==> config.mk <==
export PLATFORM = sky130hd
export DESIGN_NAME = wb_uart_fifo
export DESIGN_NICKNAME = d
export VERILOG_FILES = /design/src/rtl/wb_uart_fifo.sv
export SDC_FILE = /design/constraint.sdc
export NUM_CORES = 1
export LEC_CHECK = 0
export BUFFER_PORTS_ARGS = -buffer_cell sky130_fd_sc_hd__clkbuf_2
export CAP_MARGIN = 20
export CELL_PAD_IN_SITES_DETAIL_PLACEMENT = 1
export CELL_PAD_IN_SITES_GLOBAL_PLACEMENT = 2
export CORE_AREA = 5 5 250 203
export DETAILED_ROUTE_END_ITERATION = 12
export DIE_AREA = 0 0 255 208
export PLACE_DENSITY_LB_ADDON = 0.1
export SLEW_MARGIN = 30
export SYNTH_ARGS = -nofsm -noshare
export SYNTH_HDL_FRONTEND = slang
export SYNTH_SLANG_ARGS = --single-unit
==> constraint.sdc <==
create_clock -name clk -period 3.3 [get_ports clk]
set_input_delay 0.33 -clock clk [delete_from_list [all_inputs] [get_ports clk]]
set_output_delay 0.33 -clock clk [all_outputs]
set_load 0.1 [all_outputs]
==> src/rtl/wb_uart_fifo.sv <==
// Wishbone B3 slave UART (8N1, LSB first) with a programmable divisor, TX/RX FIFOs,
// sticky error flags, a maskable level interrupt and internal loopback.
module wb_uart_fifo #(
    parameter int                   FIFO_DEPTH = 16,
    parameter int                   DIV_WIDTH  = 16,
    parameter logic [DIV_WIDTH-1:0] DIV_RESET  = DIV_WIDTH'(433),
    parameter int                   ADDR_WIDTH = 32
) (
    input  logic                  clk,
    input  logic                  rst_sys_n,
    input  logic [ADDR_WIDTH-1:0] wb_adr_i,
    input  logic [31:0]           wb_dat_i,
    input  logic [3:0]            wb_sel_i,
    input  logic                  wb_we_i,
    input  logic                  wb_cyc_i,
    input  logic                  wb_stb_i,
    output logic [31:0]           wb_dat_o,
    output logic                  wb_ack_o,
    output logic                  wb_err_o,
    output logic                  wb_rty_o,
    input  logic                  uart_rx,
    output logic                  uart_tx,
    output logic                  irq
);
    localparam int PTR_W = $clog2(FIFO_DEPTH) + 1;
    localparam int IDX_W = PTR_W - 1;
    localparam logic [DIV_WIDTH-1:0] CNT_ONE  = 1;
    localparam logic [DIV_WIDTH:0]   HALF_ONE = 1;

    typedef enum logic [1:0] {S_IDLE, S_START, S_DATA, S_STOP} uart_state_t;

    // Counts wider than the 8-bit STATUS fields (only at depth 256) read as 255.
    function automatic logic [7:0] cnt_field(input logic [PTR_W-1:0] c);
        logic [8:0] w;
        w = 9'(c);
        return w[8] ? 8'hFF : w[7:0];
    endfunction

    logic                 access, unmapped, acc_ok;
    logic [1:0]           reg_sel;
    logic                 wr_data, rd_data, wr_status, wr_ctrl, wr_div;
    logic [3:0]           ctrl;
    logic [DIV_WIDTH-1:0] div_reg;
    logic                 rxovr, ferr, txovf;
    logic [31:0]          rdata;
    logic                 unused_ok;

    assign access    = wb_cyc_i & wb_stb_i & ~wb_ack_o & ~wb_err_o;
    assign unmapped  = |wb_adr_i[ADDR_WIDTH-1:4];
    assign acc_ok    = access & ~unmapped;
    assign reg_sel   = wb_adr_i[3:2];
    assign wr_data   = acc_ok & wb_we_i & (reg_sel == 2'd0) & wb_sel_i[0];
    assign rd_data   = acc_ok & ~wb_we_i & (reg_sel == 2'd0);
    assign wr_status = acc_ok & wb_we_i & (reg_sel == 2'd1);
    assign wr_ctrl   = acc_ok & wb_we_i & (reg_sel == 2'd2);
    assign wr_div    = acc_ok & wb_we_i & (reg_sel == 2'd3);
    assign wb_rty_o  = 1'b0;
    assign unused_ok = ^{wb_adr_i[1:0], wb_sel_i[3:1], wb_dat_i};

    // TX FIFO: bus pushes, TX FSM pops
    logic [7:0]       tx_mem [FIFO_DEPTH];
    logic [PTR_W-1:0] tx_wptr, tx_rptr, tx_count;
    logic             tx_empty, tx_full, tx_push, tx_pop;
    logic [7:0]       tx_head;

    assign tx_count = tx_wptr - tx_rptr;
    assign tx_empty = (tx_wptr == tx_rptr);
    assign tx_full  = (tx_wptr[IDX_W] != tx_rptr[IDX_W]) &&
                      (tx_wptr[IDX_W-1:0] == tx_rptr[IDX_W-1:0]);
    assign tx_head  = tx_mem[tx_rptr[IDX_W-1:0]];
    assign tx_push  = wr_data & (~tx_full | tx_pop);

    always_ff @(posedge clk) begin
        if (tx_push) tx_mem[tx_wptr[IDX_W-1:0]] <= wb_dat_i[7:0];
    end

    always_ff @(posedge clk or negedge rst_sys_n) begin
        if (!rst_sys_n) begin
            tx_wptr <= '0;
            tx_rptr <= '0;
        end else begin
            if (tx_push) tx_wptr <= tx_wptr + 1'b1;
            if (tx_pop)  tx_rptr <= tx_rptr + 1'b1;
        end
    end

    // RX FIFO: RX FSM pushes, DATA reads pop
    logic [7:0]       rx_mem [FIFO_DEPTH];
    logic [PTR_W-1:0] rx_wptr, rx_rptr, rx_count;
    logic             rx_empty, rx_full, rx_push, rx_pop, rx_push_req;
    logic [7:0]       rx_head, rx_sh;

    assign rx_count = rx_wptr - rx_rptr;
    assign rx_empty = (rx_wptr == rx_rptr);
    assign rx_full  = (rx_wptr[IDX_W] != rx_rptr[IDX_W]) &&
                      (rx_wptr[IDX_W-1:0] == rx_rptr[IDX_W-1:0]);
    assign rx_head  = rx_mem[rx_rptr[IDX_W-1:0]];
    assign rx_pop   = rd_data & ~rx_empty;
    assign rx_push  = rx_push_req & (~rx_full | rx_pop);

    always_ff @(posedge clk) begin
        if (rx_push) rx_mem[rx_wptr[IDX_W-1:0]] <= rx_sh;
    end

    always_ff @(posedge clk or negedge rst_sys_n) begin
        if (!rst_sys_n) begin
            rx_wptr <= '0;
            rx_rptr <= '0;
        end else begin
            if (rx_push) rx_wptr <= rx_wptr + 1'b1;
            if (rx_pop)  rx_rptr <= rx_rptr + 1'b1;
        end
    end

    // TX FSM: uart_tx is registered so the line never glitches between bits
    uart_state_t          tx_state, tx_state_n;
    logic [DIV_WIDTH-1:0] tx_cnt, tx_cnt_n, tx_div, tx_div_n;
    logic [2:0]           tx_bit, tx_bit_n;
    logic [7:0]           tx_sh, tx_sh_n;
    logic                 tx_line, tx_line_n, tx_tick, tx_idle;

    assign tx_tick = (tx_cnt == tx_div);
    assign tx_idle = tx_empty & (tx_state == S_IDLE);
    assign uart_tx = tx_line;

    always_ff @(posedge clk or negedge rst_sys_n) begin
        if (!rst_sys_n) begin
            tx_state <= S_IDLE;
            tx_cnt   <= '0;
            tx_div   <= DIV_RESET;
            tx_bit   <= '0;
            tx_sh    <= '0;
            tx_line  <= 1'b1;
        end else begin
            tx_state <= tx_state_n;
            tx_cnt   <= tx_cnt_n;
            tx_div   <= tx_div_n;
            tx_bit   <= tx_bit_n;
            tx_sh    <= tx_sh_n;
            tx_line  <= tx_line_n;
        end
    end

    always_comb begin
        tx_state_n = tx_state;
        tx_cnt_n   = tx_cnt;
        tx_div_n   = tx_div;
        tx_bit_n   = tx_bit;
        tx_sh_n    = tx_sh;
        tx_line_n  = tx_line;
        tx_pop     = 1'b0;
        case (tx_state)
            S_IDLE: begin
                tx_line_n = 1'b1;
                if (!tx_empty) begin
                    tx_pop     = 1'b1;
                    tx_state_n = S_START;
                    tx_sh_n    = tx_head;
                    tx_div_n   = div_reg;
                    tx_cnt_n   = '0;
                    tx_line_n  = 1'b0;
                end
            end
            S_START: begin
                if (tx_tick) begin
                    tx_cnt_n   = '0;
                    tx_bit_n   = '0;
                    tx_state_n = S_DATA;
                    tx_line_n  = tx_sh[0];
                end else begin
                    tx_cnt_n = tx_cnt + CNT_ONE;
                end
            end
            S_DATA: begin
                if (tx_tick) begin
                    tx_cnt_n = '0;
                    if (tx_bit == 3'd7) begin
                        tx_state_n = S_STOP;
                        tx_line_n  = 1'b1;
                    end else begin
                        tx_bit_n  = tx_bit + 3'd1;
                        tx_sh_n   = {1'b0, tx_sh[7:1]};
                        tx_line_n = tx_sh[1];
                    end
                end else begin
                    tx_cnt_n = tx_cnt + CNT_ONE;
                end
            end
            S_STOP: begin
                if (tx_tick) begin
                    tx_cnt_n = '0;
                    if (!tx_empty) begin
                        tx_pop     = 1'b1;
                        tx_state_n = S_START;
                        tx_sh_n    = tx_head;
                        tx_div_n   = div_reg;
                        tx_line_n  = 1'b0;
                    end else begin
                        tx_state_n = S_IDLE;
                        tx_line_n  = 1'b1;
                    end
                end else begin
                    tx_cnt_n = tx_cnt + CNT_ONE;
                end
            end
            default: tx_state_n = S_IDLE;
        endcase
    end

    // RX synchronizer; loopback feeds the TX line into the same path
    logic rx_meta, rx_sync;

    always_ff @(posedge clk or negedge rst_sys_n) begin
        if (!rst_sys_n) begin
            rx_meta <= 1'b1;
            rx_sync <= 1'b1;
        end else begin
            rx_meta <= ctrl[3] ? tx_line : uart_rx;
            rx_sync <= rx_meta;
        end
    end

    // RX FSM: START waits half a bit, then DATA/STOP sample at bit centres
    uart_state_t          rx_state, rx_state_n;
    logic [DIV_WIDTH-1:0] rx_cnt, rx_cnt_n, rx_div, rx_div_n;
    logic [2:0]           rx_bit, rx_bit_n;
    logic [7:0]           rx_sh_n;
    logic                 rx_tick, rx_half_done, ferr_set;
    logic [DIV_WIDTH:0]   rx_half;

    assign rx_tick      = (rx_cnt == rx_div);
    assign rx_half      = ({1'b0, rx_div} + HALF_ONE) >> 1;
    assign rx_half_done = (({1'b0, rx_cnt} + HALF_ONE) >= rx_half);

    always_ff @(posedge clk or negedge rst_sys_n) begin
        if (!rst_sys_n) begin
            rx_state <= S_IDLE;
            rx_cnt   <= '0;
            rx_div   <= DIV_RESET;
            rx_bit   <= '0;
            rx_sh    <= '0;
        end else begin
            rx_state <= rx_state_n;
            rx_cnt   <= rx_cnt_n;
            rx_div   <= rx_div_n;
            rx_bit   <= rx_bit_n;
            rx_sh    <= rx_sh_n;
        end
    end

    always_comb begin
        rx_state_n  = rx_state;
        rx_cnt_n    = rx_cnt;
        rx_div_n    = rx_div;
        rx_bit_n    = rx_bit;
        rx_sh_n     = rx_sh;
        rx_push_req = 1'b0;
        ferr_set    = 1'b0;
        case (rx_state)
            S_IDLE: begin
                if (!rx_sync) begin
                    rx_state_n = S_START;
                    rx_cnt_n   = '0;
                    rx_div_n   = div_reg;
                end
            end
            S_START: begin
                if (rx_half_done) begin
                    rx_cnt_n   = '0;
                    rx_bit_n   = '0;
                    rx_state_n = rx_sync ? S_IDLE : S_DATA;
                end else begin
                    rx_cnt_n = rx_cnt + CNT_ONE;
                end
            end
            S_DATA: begin
                if (rx_tick) begin
                    rx_cnt_n = '0;
                    rx_sh_n  = {rx_sync, rx_sh[7:1]};
                    if (rx_bit == 3'd7) rx_state_n = S_STOP;
                    else                rx_bit_n   = rx_bit + 3'd1;
                end else begin
                    rx_cnt_n = rx_cnt + CNT_ONE;
                end
            end
            S_STOP: begin
                if (rx_tick) begin
                    rx_cnt_n    = '0;
                    rx_state_n  = S_IDLE;
                    rx_push_req = rx_sync;
                    ferr_set    = ~rx_sync;
                end else begin
                    rx_cnt_n = rx_cnt + CNT_ONE;
                end
            end
            default: rx_state_n = S_IDLE;
        endcase
    end

    // Register file, sticky flags (set wins over a same-cycle clear) and read mux
    logic       rxovr_set, txovf_set, irq_n;
    logic [2:0] flag_clr;

    assign rxovr_set = rx_push_req & rx_full & ~rx_pop;
    assign txovf_set = wr_data & tx_full & ~tx_pop;
    assign flag_clr  = wr_status ? wb_dat_i[5:3] : 3'b000;
    assign irq_n     = (ctrl[0] & ~rx_empty) | (ctrl[1] & tx_idle) |
                       (ctrl[2] & (rxovr | ferr | txovf));

    always_comb begin
        rdata = '0;
        case (reg_sel)
            2'd0:    rdata = rx_empty ? 32'd0 : {23'd0, 1'b1, rx_head};
            2'd1:    rdata = {8'h00, cnt_field(tx_count), cnt_field(rx_count), 2'b00,
                              txovf, ferr, rxovr, tx_idle, tx_full, ~rx_empty};
            2'd2:    rdata = {28'd0, ctrl};
            default: rdata = 32'(div_reg);
        endcase
    end

    always_ff @(posedge clk or negedge rst_sys_n) begin
        if (!rst_sys_n) begin
            wb_ack_o <= 1'b0;
            wb_err_o <= 1'b0;
            wb_dat_o <= '0;
            ctrl     <= '0;
            div_reg  <= DIV_RESET;
            rxovr    <= 1'b0;
            ferr     <= 1'b0;
            txovf    <= 1'b0;
            irq      <= 1'b0;
        end else begin
            wb_ack_o <= acc_ok;
            wb_err_o <= access & unmapped;
            if (acc_ok & ~wb_we_i) wb_dat_o <= rdata;
            if (wr_ctrl) ctrl <= wb_dat_i[3:0];
            if (wr_div)  div_reg <= wb_dat_i[DIV_WIDTH-1:0];
            rxovr <= (rxovr & ~flag_clr[0]) | rxovr_set;
            ferr  <= (ferr  & ~flag_clr[1]) | ferr_set;
            txovf <= (txovf & ~flag_clr[2]) | txovf_set;
            irq   <= irq_n;
        end
    end
endmodule

# Yosys cells after proc, flatten, opt, wreduce, memory -nomap -nowiden
# Memories as Yosys holds them, arrays and structs flattened.
# Index checks and enable logic that the tools add are counted.
[classes]
add_sub_neg = 12
n_lt_le_gt_ge = 1
eq_ne = 31
muxes = 58
bitwise = 49
n_reduce_logical = 21
[op_table]
columns = ["cell", "count"]
rows = [
  ["$mux 16", 7],
  ["$pmux 16 s2", 2],
  ["$pmux 21 s3", 1],
  ["$pmux 16 s3", 1],
  ["$add 16x1->17 const B", 2],
  ["$add 16x1->16 const B", 2],
  ["$eq 16x16->1", 2],
  ["$mux 8", 4],
  ["$reduce_or 28->1", 1],
  ["$and 1x1->1", 27],
  ["$ne 2x2->1 const B", 12],
  ["$pmux 8 s3", 1],
  ["$mux 2", 11],
  ["$mux 3", 7],
  ["$add 5x1->5 const B", 4],
  ["$ge 17x16->1", 1],
  ["$mux 1", 17],
  ["$pmux 2 s4", 2],
  ["$not 1->1", 13],
  ["$eq 2x2->1 const B", 6],
  ["$pmux 3 s2", 2],
  ["$reduce_and 4->1", 3],
  ["$eq 5x5->1", 2],
  ["$reduce_and 5->1", 2],
  ["18 further kinds", 40],
]
[word_totals]
regBits = 171
ramBits = 256
output_inout_bits = 37
wordCells = 200
mem_count = 2
[mem_list]
columns = ["name", "words", "width", "rd", "rd_ports_with_merged_regs", "wr", "line", "text"]
rows = [
  ["rx_mem", 16, 8, 1, 0, 1, "88", "logic [7:0] rx_mem [FIFO_DEPTH];"],
  ["tx_mem", 16, 8, 1, 0, 1, "61", "logic [7:0] tx_mem [FIFO_DEPTH];"],
]

# Logic depth before layout (Yosys ltp)
# Gate-level depths: netlist (run 1).
[depth]
word_depth = 11
depth_mapped = 14
mapped_depth_nobuf = 13

# Worst setup path after synthesis (run 1)
# OpenSTA, ideal clock, no wires.
[synth_timing]
path_type = "register -> register"
startpoint = "register rx_rptr[2]"
endpoint = "memory rx_mem[0][0], enable pin"
setup_ps = 383
t_arrival_ps = 2951
t_required_ps = 2917
setup_slack_ps = -35
path_stages_with_launch = 11
path_buffers = 2
period_less_slack_ps = 3335
cell_sequence = "dfrtp_1 > buf_2 > buf_1 > inv_2 > ha_1 > and4_1 > nand2b_1 > and2_1 > a21o_1 > nand4_1 > nor3_1"
[synth_via]
elab_chain_len = 7
word_cells_on_any_way = 10
[synth_rtl]
columns = ["element", "line", "text"]
rows = [
  ["start: declaration", "89", "logic [PTR_W-1:0] rx_wptr, rx_rptr, rx_count;"],
  ["start signal: assignment", "111", "if (rx_pop) rx_rptr <= rx_rptr + 1'b1;"],
  ["$eq 5x5->1 or $eq 4x4->1 (tied branches)", "94, 96", ""],
  ["$not 1->1 or $logic_and 1x1->1 (tied branches)", "98, 95", ""],
  ["$and 1x1->1 or $not 1->1 (tied branches)", "98, 99", ""],
  ["$or 1x1->1 (*)", "99", "assign rx_push = rx_push_req & (~rx_full | rx_pop);"],
  ["$and 1x1->1 (*)", "99", ""],
  ["$mux 1 (*)", "102", "if (rx_push) rx_mem[rx_wptr[IDX_W-1:0]] <= rx_sh;"],
  ["$mux 1 (implied by the code) (*)", "102", ""],
  ["end: declaration", "88", ""],
]
# Every way passes the cells marked *; elsewhere a longest branch is shown, timed or not.

# Final worst setup path (run 1)
[layout_timing]
startpoint = "register rx_div[0]"
endpoint = "register rx_bit[0]"
[layout_via]
elab_chain_len = 4
word_cells_on_any_way = 6
[layout_rtl]
columns = ["element", "line", "text"]
rows = [
  ["start: declaration", "225", "logic [DIV_WIDTH-1:0] rx_cnt, rx_cnt_n, rx_div, rx_div_n;"],
  ["start signal: assignment", "245", "rx_div <= rx_div_n;"],
  ["$add 16x1->17", "232", "assign rx_half = ({1'b0, rx_div} + HALF_ONE) >> 1;"],
  ["$ge 17x16->1", "233", "assign rx_half_done = (({1'b0, rx_cnt} + HALF_ONE) >= rx_half);"],
  ["$ne 2x2->1 (no source line)", "n/a", ""],
  ["$reduce_and 4->1 (no source line) (*)", "n/a", ""],
  ["end signal: assignment", "246", "rx_bit <= rx_bit_n;"],
  ["end: declaration", "226", "logic [2:0] rx_bit, rx_bit_n;"],
]
# Marks and branches as above.
# A chain may end at the register's enable or synchronous reset.

==> impl_metrics.json, run 1 <==
{
  "syn_inst": 1327,
  "wirelength_um": 48650,
  "crit_type": "reg -> reg",
  "cts_htree_levels": 2,
  "initialDrtViolationCount": 638,
  "dp_slack_ns": -0.05569,
  "clk_path_buf_depth": 3,
  "track_usage_pct": 18.52,
  "cts_root_buffer": "clkbuf_16",
  "ios": 111,
  "worstPathRequired_ns": 3.77,
  "ant_nets": 0,
  "port_buffers": 77,
  "yosysMostFrequentCell": "edfxtp_1",
  "fillers": 4843,
  "fin_ws_ns": 0.1952,
  "drc": 0,
  "hpwl_um": 33890,
  "hold_viol": 0,
  "p_leak_nw": 8.831,
  "clk_pin_slew_ns": 0.06,
  "ys_ff_latch": 416,
  "die_w_um": 255,
  "slew_viol_final": 0,
  "slew_headroom_pct": 35.11,
  "grt-ovfl-total": 0,
  "grt_pass1_vias": 12230,
  "maxCapViolations": 0,
  "async_flop_share_pct": 38.46,
  "crit_arrival_ns": 3.58,
  "finalNetCount": 1627,
  "grt_pass1_wl_um": 75560,
  "finalCriticalPeriod_ns": 3.105,
  "status": "complete, no violations",
  "netlist_area_mm2": 0.01897,
  "ys_types": 79,
  "die_area_mm2": 0.05304,
  "vias": 11420,
  "first_pass_iters": 5,
  "antenna_found_initial": 0,
  "post_dp_cell_area_mm2": 0.02060,
  "drive_gt1_share_pct": 28.62,
  "synth_top_area_cell": "edfxtp_1",
  "grt_max_degree": 94,
  "crit_path_max_fanout": 4,
  "postSynthAreaPerCell_um2": 14.30,
  "period_share_pct": 94.08,
  "vias_per_cell": 5.262,
  "clk_latency_ns": 0.59,
  "synth_top_area_share_pct": 40.52,
  "synth_top_cells_by_count": "256 x edfxtp_1, 143 x nand2_1, 142 x dfrtp_1",
  "std_cell_rows": 72,
  "core_mm2": 0.04793,
  "synth.area.top_cells": "edfxtp_1 41%, dfrtp_1 19%, mux4_2 8.4%",
  "initial_core_util_pct": 39.59,
  "ir_worst_vdd_v": 0.0007421,
  "end_kind": "flop",
  "die_y_um": 208,
  "cts_sinks": 416,
  "ys.flop_type": "edfxtp_1",
  "startpoint_type": "flop",
  "routedWlPerCell_um": 22.42,
  "max_freq_mhz": 322.1,
  "gp_congestion": 0.7974,
  "setup_viol": 0,
  "synth_edf_count": 256,
  "syn2layout_area_growth_pct": 17.03,
  "min_path_type": "in -> reg",
  "max_slew.worst_pin.slew_ns": 0.9733,
  "stdcell_area_mm2": 0.02220,
  "seq_area_frac_synth_pct": 61.74,
  "skew_ns": 0.02158,
  "antenna_cells": 0,
  "p_per_area_mw_per_mm2": 545.1,
  "ys_warn_count": 0,
  "numCtsBuffers": 45,
  "fin_util_pct": 46.33,
  "tritoncts": "done"
}
cell type report:
cell class                 instances  area, µm²  area share, %
sequential                       416      11720          52.77
inverter                          38      142.6         0.6424
multi-input combinational        819       6862          30.90
tap                              629      787.0          3.544
clock inverter                    31      294.0          1.324
timing repair buffer             185       1240          5.584
clock buffer                      52       1162          5.235
through the flow:
stage	hold WS (ns)	TNS (ns)	total power, mW	std cells
2_1_floorplan	0.03441	-0.8368	6.716	1338
5_1_grt	0.02226	-0.0001918	12.65	2170
6_report	0.05965	0	12.10	2170
3_5_place_dp	0.3468	-0.05569	7.214	2075
3_3_place_gp	0.3517	0	7.167	2075
4_1_cts	0.01339	0	12.29	2167
path summary, 6_finish.rpt:
check                           startpoint           to  slack [ns]  cells after the start
worst max-delay path             rx_div[0]    rx_bit[0]        0.20                     13
worst min-delay path               uart_rx      rx_meta        0.06                      2
worst max register to register   rx_div[0]    rx_bit[0]        0.20                     13
worst min register to register     rx_meta      rx_sync        0.36                      0
max in group asynchronous        rst_sys_n   rx_wptr[1]        2.04                      3
min in group asynchronous        rst_sys_n  tx_state[1]        0.37                      2
power breakdown:
group          total (mW)  internal, mW  switching [mW]
clock                5.00          2.86            2.14
sequential           6.19          5.86           0.326
combinational       0.919         0.351           0.567
cell usage in the layout (no fill, tap or decap), types with 5 or more instances in the layout:
cell type	instances
o21ai_0	59
and4_1	6
a21oi_1	25
o31ai_1	8
o22ai_1	8
mux2_4	11
mux2i_1	14
clkbuf_2	76
a22o_1	6
o211ai_1	8
nor4_1	10
nor3_1	11
clkbuf_1	6
nor2b_1	5
dfstp_2	18
xor2_1	40
conb_1	12
nand2b_1	7
a211oi_1	7
dlygate4sd3_1	9
xnor2_1	45
mux2_2	53
nand4_1	18
and3_1	33
and2_1	11
a21o_1	7
mux4_2	71
o21ai_1	9
nand2_1	142
nand3_1	27
clkbuf_16	45
edfxtp_1	256
dfrtp_1	140
inv_1	35
clkinv_2	17
ha_1	46
clkinv_1	6
buf_4	98
nor2_1	52
routing by layer:
layer  track usage, %  up-vias  part of all wire (%)
met5                0        -                     0
met4            4.217        0                   1.7
met3            2.635       61                   3.4
met2            27.73      163                    45
met1            28.80     5894                    50
li1                 -     5300                     -
cell families after synthesis:
group	Yosys count	share of synthesized area (%)
flip-flops	416	61.74
AND/OR/NAND/NOR	352	9.306
AO/OA/AOI/OAI	171	5.876
multiplexers	150	13.24
buffers and inverters	103	2.559
XOR/XNOR	86	4.010
adder cells (fa/ha/maj)	48	3.245
other	1	0.01977
critical path, stage by stage, from the launching register on:
cell and delay (ns):
dfstp_2 0.53, ha_1 0.16, nand2_1 0.07, or2_4 0.28, nor2_4 0.14, nand2_1 0.07
xor2_1 0.15, ha_1 0.30, nor3_1 0.18, nor2_1 0.08, and3_1 0.22, a311o_1 0.38
o21ai_2 0.09, mux2_2 0.34
timing repair:
item,CTS,global route
buffers inserted,0,3
endpoints found under the setup margin,3,21
hold buffers,9,0
endpoints found under the hold margin,83,0
resized for setup,1,10
pin swaps,0,4
Power figures use the tool's default switching activity.
==> run 2: changes to the inputs <==
Settings changed: CORE_AREA 5 5 250 203 to 5 5 236 192, DIE_AREA 0 0 255 208 to 0 0 241 197.
Clock period 3.3 ns to 3.6 ns, I/O delays scaled along.
==> impl_metrics.json, run 2 (same netlist as run 1, synthesis figures left out) <==
{
  "cts_sinks": 416,
  "cp_cell_sequence": "and3_1, nor2b_2, nand3_1, and2_1, or2_2, ha_1, a211oi_1, o21ai_0, and3_1, a311o_1, o21ai_2, mux2_2",
  "cts_htree_levels": 2,
  "antenna_found_initial": 0,
  "initialDrtViolationCount": 724,
  "fin_util_pct": 50.58,
  "tns_ns": 0,
  "critPathMostFrequentCell": "and3_1",
  "grt_pass1_vias": 12080,
  "ant_nets": 0,
  "path_buf_inv": 0,
  "first_pass_iters": 7,
  "finalNetCount": 1566,
  "end_kind": "flop",
  "worstPathRequired_ns": 4.04,
  "most-common-layout-cells": "256 x edfxtp_1, 143 x nand2_1, 140 x dfrtp_1",
  "cts_root_buffer": "clkbuf_16",
  "fillers": 4246,
  "skew_ns": 0.01969,
  "syn2layout_area_growth_pct": 13.86,
  "vias_per_cell": 5.519,
  "seq_area_mm2": 0.01172,
  "grt-ovfl-total": 0,
  "core_mm2": 0.04271,
  "slew_headroom_pct": 43.84,
  "dp_slack_ns": 0.1420,
  "grt_max_degree": 80,
  "clk_latency_ns": 0.57,
  "max_freq_mhz": 298.3,
  "clk_pin_slew_ns": 0.06,
  "maxCapViolations": 0,
  "crit_path_max_fanout": 5,
  "crit_type": "reg -> reg",
  "crit_slowest_cell": "dfrtp_1",
  "slew_viol_final": 0,
  "routedWlPerCell_um": 22.95,
  "period_share_pct": 93.13,
  "antenna_cells": 0,
  "std_cell_rows": 68,
  "wirelength_um": 46790,
  "startpoint_type": "flop",
  "numCtsBuffers": 44,
  "ios": 111,
  "vias": 11250,
  "die_area_mm2": 0.04748,
  "gp_congestion": 0.7933,
  "finalCriticalPeriod_ns": 3.353,
  "drive_gt1_share_pct": 25.69,
  "p_leak_nw": 8.477,
  "max_slew.worst_pin.slew_ns": 0.8404,
  "min_path_type": "in -> reg",
  "hold_viol": 0,
  "crit_arrival_ns": 3.79,
  "fin_ws_ns": 0.2475,
  "rsz0062_at_grt": "no",
  "setup_viol": 0,
  "critPathTopFamily": "simple AND/OR/NAND/NOR gates",
  "drc": 0,
  "grt_pass1_wl_um": 73770,
  "multi_input_area_mm2": 0.006852,
  "die_w_um": 241,
  "ir_worst_vdd_v": 0.0004171,
  "die_y_um": 197,
  "hpwl_um": 32960,
  "track_usage_pct": 20.01,
  "initial_core_util_pct": 44.42,
  "slowest_delay_ns": 0.45,
  "p_per_area_mw_per_mm2": 503.8,
  "tritoncts": "done",
  "final_common_cell": "edfxtp_1",
  "port_buffers": 77,
  "status": "complete, no violations",
  "clk_path_buf_depth": 3
}
-- run 2: cell count changes in the layout (fill, tap and decap cells not counted), moves of 3 or more --
cell	previous run	this run
clkbuf_8	2	8
bufinv_16	4	1
clkinv_1	6	3
clkbuf_1	6	14
buf_4	98	45
dlygate4sd3_1	9	1
clkinv_2	17	7
-- run 2: timing repair --
action	in CTS	in global routing
endpoints found under the hold margin	62	0
setup buffers	0	1
endpoints found under the setup margin	0	17
hold buffers	1	0
resized for setup	0	6
-- run 2: worst paths after layout --
check                             start          end  slack [ns]  cells past startpoint
max in group asynchronous     rst_sys_n      uart_tx        2.26                      3
setup / recovery              rx_cnt[4]    rx_bit[0]        0.25                     12
setup reg to reg              rx_cnt[4]    rx_bit[0]        0.25                     12
hold reg to reg                 rx_meta      rx_sync        0.36                      0
hold / removal             wb_dat_i[13]  div_reg[13]        0.04                      2
min in group asynchronous     rst_sys_n    tx_cnt[0]        0.43                      2
-- run 2: layer usage --
metal,up-vias,track usage (%),wire (µm)
li1,5201,-,-
met1,5865,31.19,23460
met2,141,30.63,21410
met3,47,2.896,1360
met4,0,3.301,553
met5,-,0,0
-- run 2: worst register-to-register path, delay by kind of cell, from the launching register on --
family	cells	cell delay (ns)
simple gates	6	1.35
compound gates	4	0.87
flops	1	0.45
mux	1	0.36
fa+ha+maj	1	0.22
-- run 2: layout make-up --
cell class                 instances  share of cell area, %
tap                              560                  3.244
sequential                       416                  54.24
timing repair buffer             125                  3.608
inverter                          38                 0.6603
clock buffer                      66                  5.850
multi-input combinational        819                  31.72
clock inverter                    15                 0.6835
-- run 2: metrics by stage --
step | total power [mW] | area, µm² | hold WS [ns] | cells
3_5_place_dp | 6.572 | 20150 | 0.3485 | 1956
6_report | 10.88 | 21600 | 0.03653 | 2039
3_3_place_gp | 6.516 | 20150 | 0.3497 | 1956
5_1_grt | 11.37 | 21600 | 0.02032 | 2039
4_1_cts | 11.04 | 21570 | 0.008059 | 2038
2_1_floorplan | 6.156 | 19010 | 0.06441 | 1338
-- run 2: report_power, final --
group          switching, mW  internal (mW)  total [mW]
registers              0.302           5.37        5.67
logic                  0.501          0.299       0.800
clock network           1.89           2.52        4.41
total                   2.69           8.19        10.9
==> run 3: changes to the inputs <==
Settings changed: CORE_AREA 5 5 236 192 to 5 5 253 206, DIE_AREA 0 0 241 197 to 0 0 258 211, SKIP_LAST_GASP from default to 1.
==> impl_metrics.json, run 3 (same netlist as run 1, synthesis figures left out) <==
{
  "std_cell_rows": 73,
  "period_share_pct": 95.89,
  "seq_area_mm2": 0.01172,
  "grt_pass1_vias": 11920,
  "hold_ws_ns": 0.04040,
  "die_w_um": 258,
  "routedWlPerCell_um": 23.09,
  "worstPathRequired_ns": 4.07,
  "drt-met1-wl_um": 24820,
  "cp_cell_sequence": "ha_1, nand2_1, or2_2, nor2_1, nand2_1, xor2_1, ha_1, a21oi_1, o21ai_0, and3_1, a311o_1, o21ai_2, mux2_2",
  "initialDrtViolationCount": 593,
  "grt_pass1_wl_um": 75830,
  "crit_type": "reg -> reg",
  "crit_path_max_fanout": 4,
  "setup_viol": 0,
  "drc": 0,
  "die_area_mm2": 0.05444,
  "clk_latency_ns": 0.58,
  "gp_congestion": 0.7734,
  "startpoint_type": "flop",
  "ios": 111,
  "swShare_pct": 25.19,
  "tns_ns": 0,
  "min_path_type": "in -> reg",
  "clk_path_buf_depth": 3,
  "tritoncts": "done",
  "crit_arrival_ns": 3.92,
  "seqPwrFrac_pct": 51.9,
  "wirelength_um": 49140,
  "met2_length_um": 21780,
  "ir_worst_vdd_v": 0.0004666,
  "p_comb_share_pct": 7.3,
  "numCtsBuffers": 45,
  "multi_input_area_mm2": 0.006828,
  "slew_viol_final": 0,
  "first_pass_iters": 5,
  "finalNetCount": 1577,
  "skew_ns": 0.02024,
  "vias": 11240,
  "crit_slowest_cell": "dfstp_2",
  "maxCapViolations": 0,
  "drive_gt1_share_pct": 25.17,
  "p_sw_mw": 2.768,
  "slew_headroom_pct": 44.07,
  "rsz0062_at_grt": "yes",
  "vias_per_cell": 5.282,
  "max_freq_mhz": 289.7,
  "most-common-layout-cells": "256 x edfxtp_1, 142 x nand2_1, 140 x dfrtp_1",
  "cts_root_buffer": "clkbuf_16",
  "p_leak_nw": 8.508,
  "fillers": 4936,
  "top_layer": "met4",
  "cts_sinks": 416,
  "initial_core_util_pct": 38.54,
  "max_slew.worst_pin.slew_ns": 0.8359,
  "ant_nets": 0,
  "route.met3.wl_um": 1870,
  "syn2layout_area_growth_pct": 14.57,
  "final_common_cell": "edfxtp_1",
  "clk_pin_slew_ns": 0.06,
  "status": "complete, no violations",
  "track_usage_pct": 18.10,
  "grt-ovfl-total": 0,
  "p_per_area_mw_per_mm2": 505.6,
  "grt_max_degree": 74,
  "end_kind": "flop",
  "finalCriticalPeriod_ns": 3.452,
  "slowest_delay_ns": 0.55,
  "power.internal_mw": 8.221,
  "antenna_found_initial": 0,
  "hpwl_um": 34100,
  "p_clk_share_pct": 40.8,
  "hold_viol": 0,
  "cts_htree_levels": 2,
  "core_mm2": 0.04923,
  "port_buffers": 77,
  "die_y_um": 211
}
-- run 3: per-stage QoR --
stage / worst slack [ns] / power, mW / util (%) / cells / area (µm²)
6_report: 0.1478 / 10.99 / 44.15 / 2128 / 21740
3_3_place_gp: 0.1815 / 6.566 / 41.17 / 2038 / 20270
3_5_place_dp: 0.1269 / 6.601 / 41.17 / 2038 / 20270
4_1_cts: 0.1225 / 11.15 / 44.13 / 2126 / 21720
5_1_grt: -0.02954 / 11.45 / 44.15 / 2127 / 21730
2_1_floorplan: 0.2651 / 6.156 / - / 1338 / 19010
-- run 3: area by class of cell --
type	instances	area share, %
Sequential cell	416	53.90
Inverter	38	0.6562
Multi-Input combinational cell	819	31.41
Clock inverter	20	0.9441
Tap cell	637	3.667
Clock buffer	62	5.474
Timing Repair Buffer	135	3.932
Antenna cell	1	0.01151
-- run 3: layer usage --
layer / vias up / track usage, %
li1: 5219 / -
met1: 5786 / 27.87
met2: 186 / 27.25
met3: 50 / 3.143
met4: 0 / 3.626
met5: - / 0
-- run 3: path summary, 6_finish.rpt --
kind / start / end / slack (ns) / cells past startpoint
max: rx_div[0] / rx_bit[0] / 0.15 / 13
min: wb_dat_i[15] / div_reg[15] / 0.04 / 2
max reg2reg: rx_div[0] / rx_bit[0] / 0.15 / 13
min reg2reg: rx_meta / rx_sync / 0.37 / 0
max in group asynchronous: rst_sys_n / rx_div[8] / 2.37 / 3
min in group asynchronous: rst_sys_n / tx_bit[2] / 0.40 / 2
-- run 3: repair_timing --
| item | 4_1_cts | 5_1_grt |
|---|---|---|
| hold buffers | 6 | 0 |
| endpoints found under the hold margin | 65 | 0 |
| buffers inserted | 0 | 1 |
| resized for setup | 0 | 1 |
| endpoints found under the setup margin | 0 | 9 |
-- run 3: worst max-delay path, delay by kind of cell (launching register included) --
kind	cells	cell delay [ns]
adders and majority gates	2	0.51
and+or+nand+nor	5	0.96
xor gates and xnor gates	1	0.16
AOI/OAI and AO/OA	4	0.78
muxes	1	0.37
DFF	1	0.55
-- run 3: power groups by stage --
stage | Combinational, mW | Sequential (mW) | Clock (mW)
after floorplan | 0.545 | 5.61 | 0
after global placement | 0.789 | 5.78 | 0
after detailed placement | 0.799 | 5.80 | 0
after CTS | 0.808 | 5.71 | 4.63
after global routing | 0.877 | 5.73 | 4.84
final | 0.798 | 5.70 | 4.49
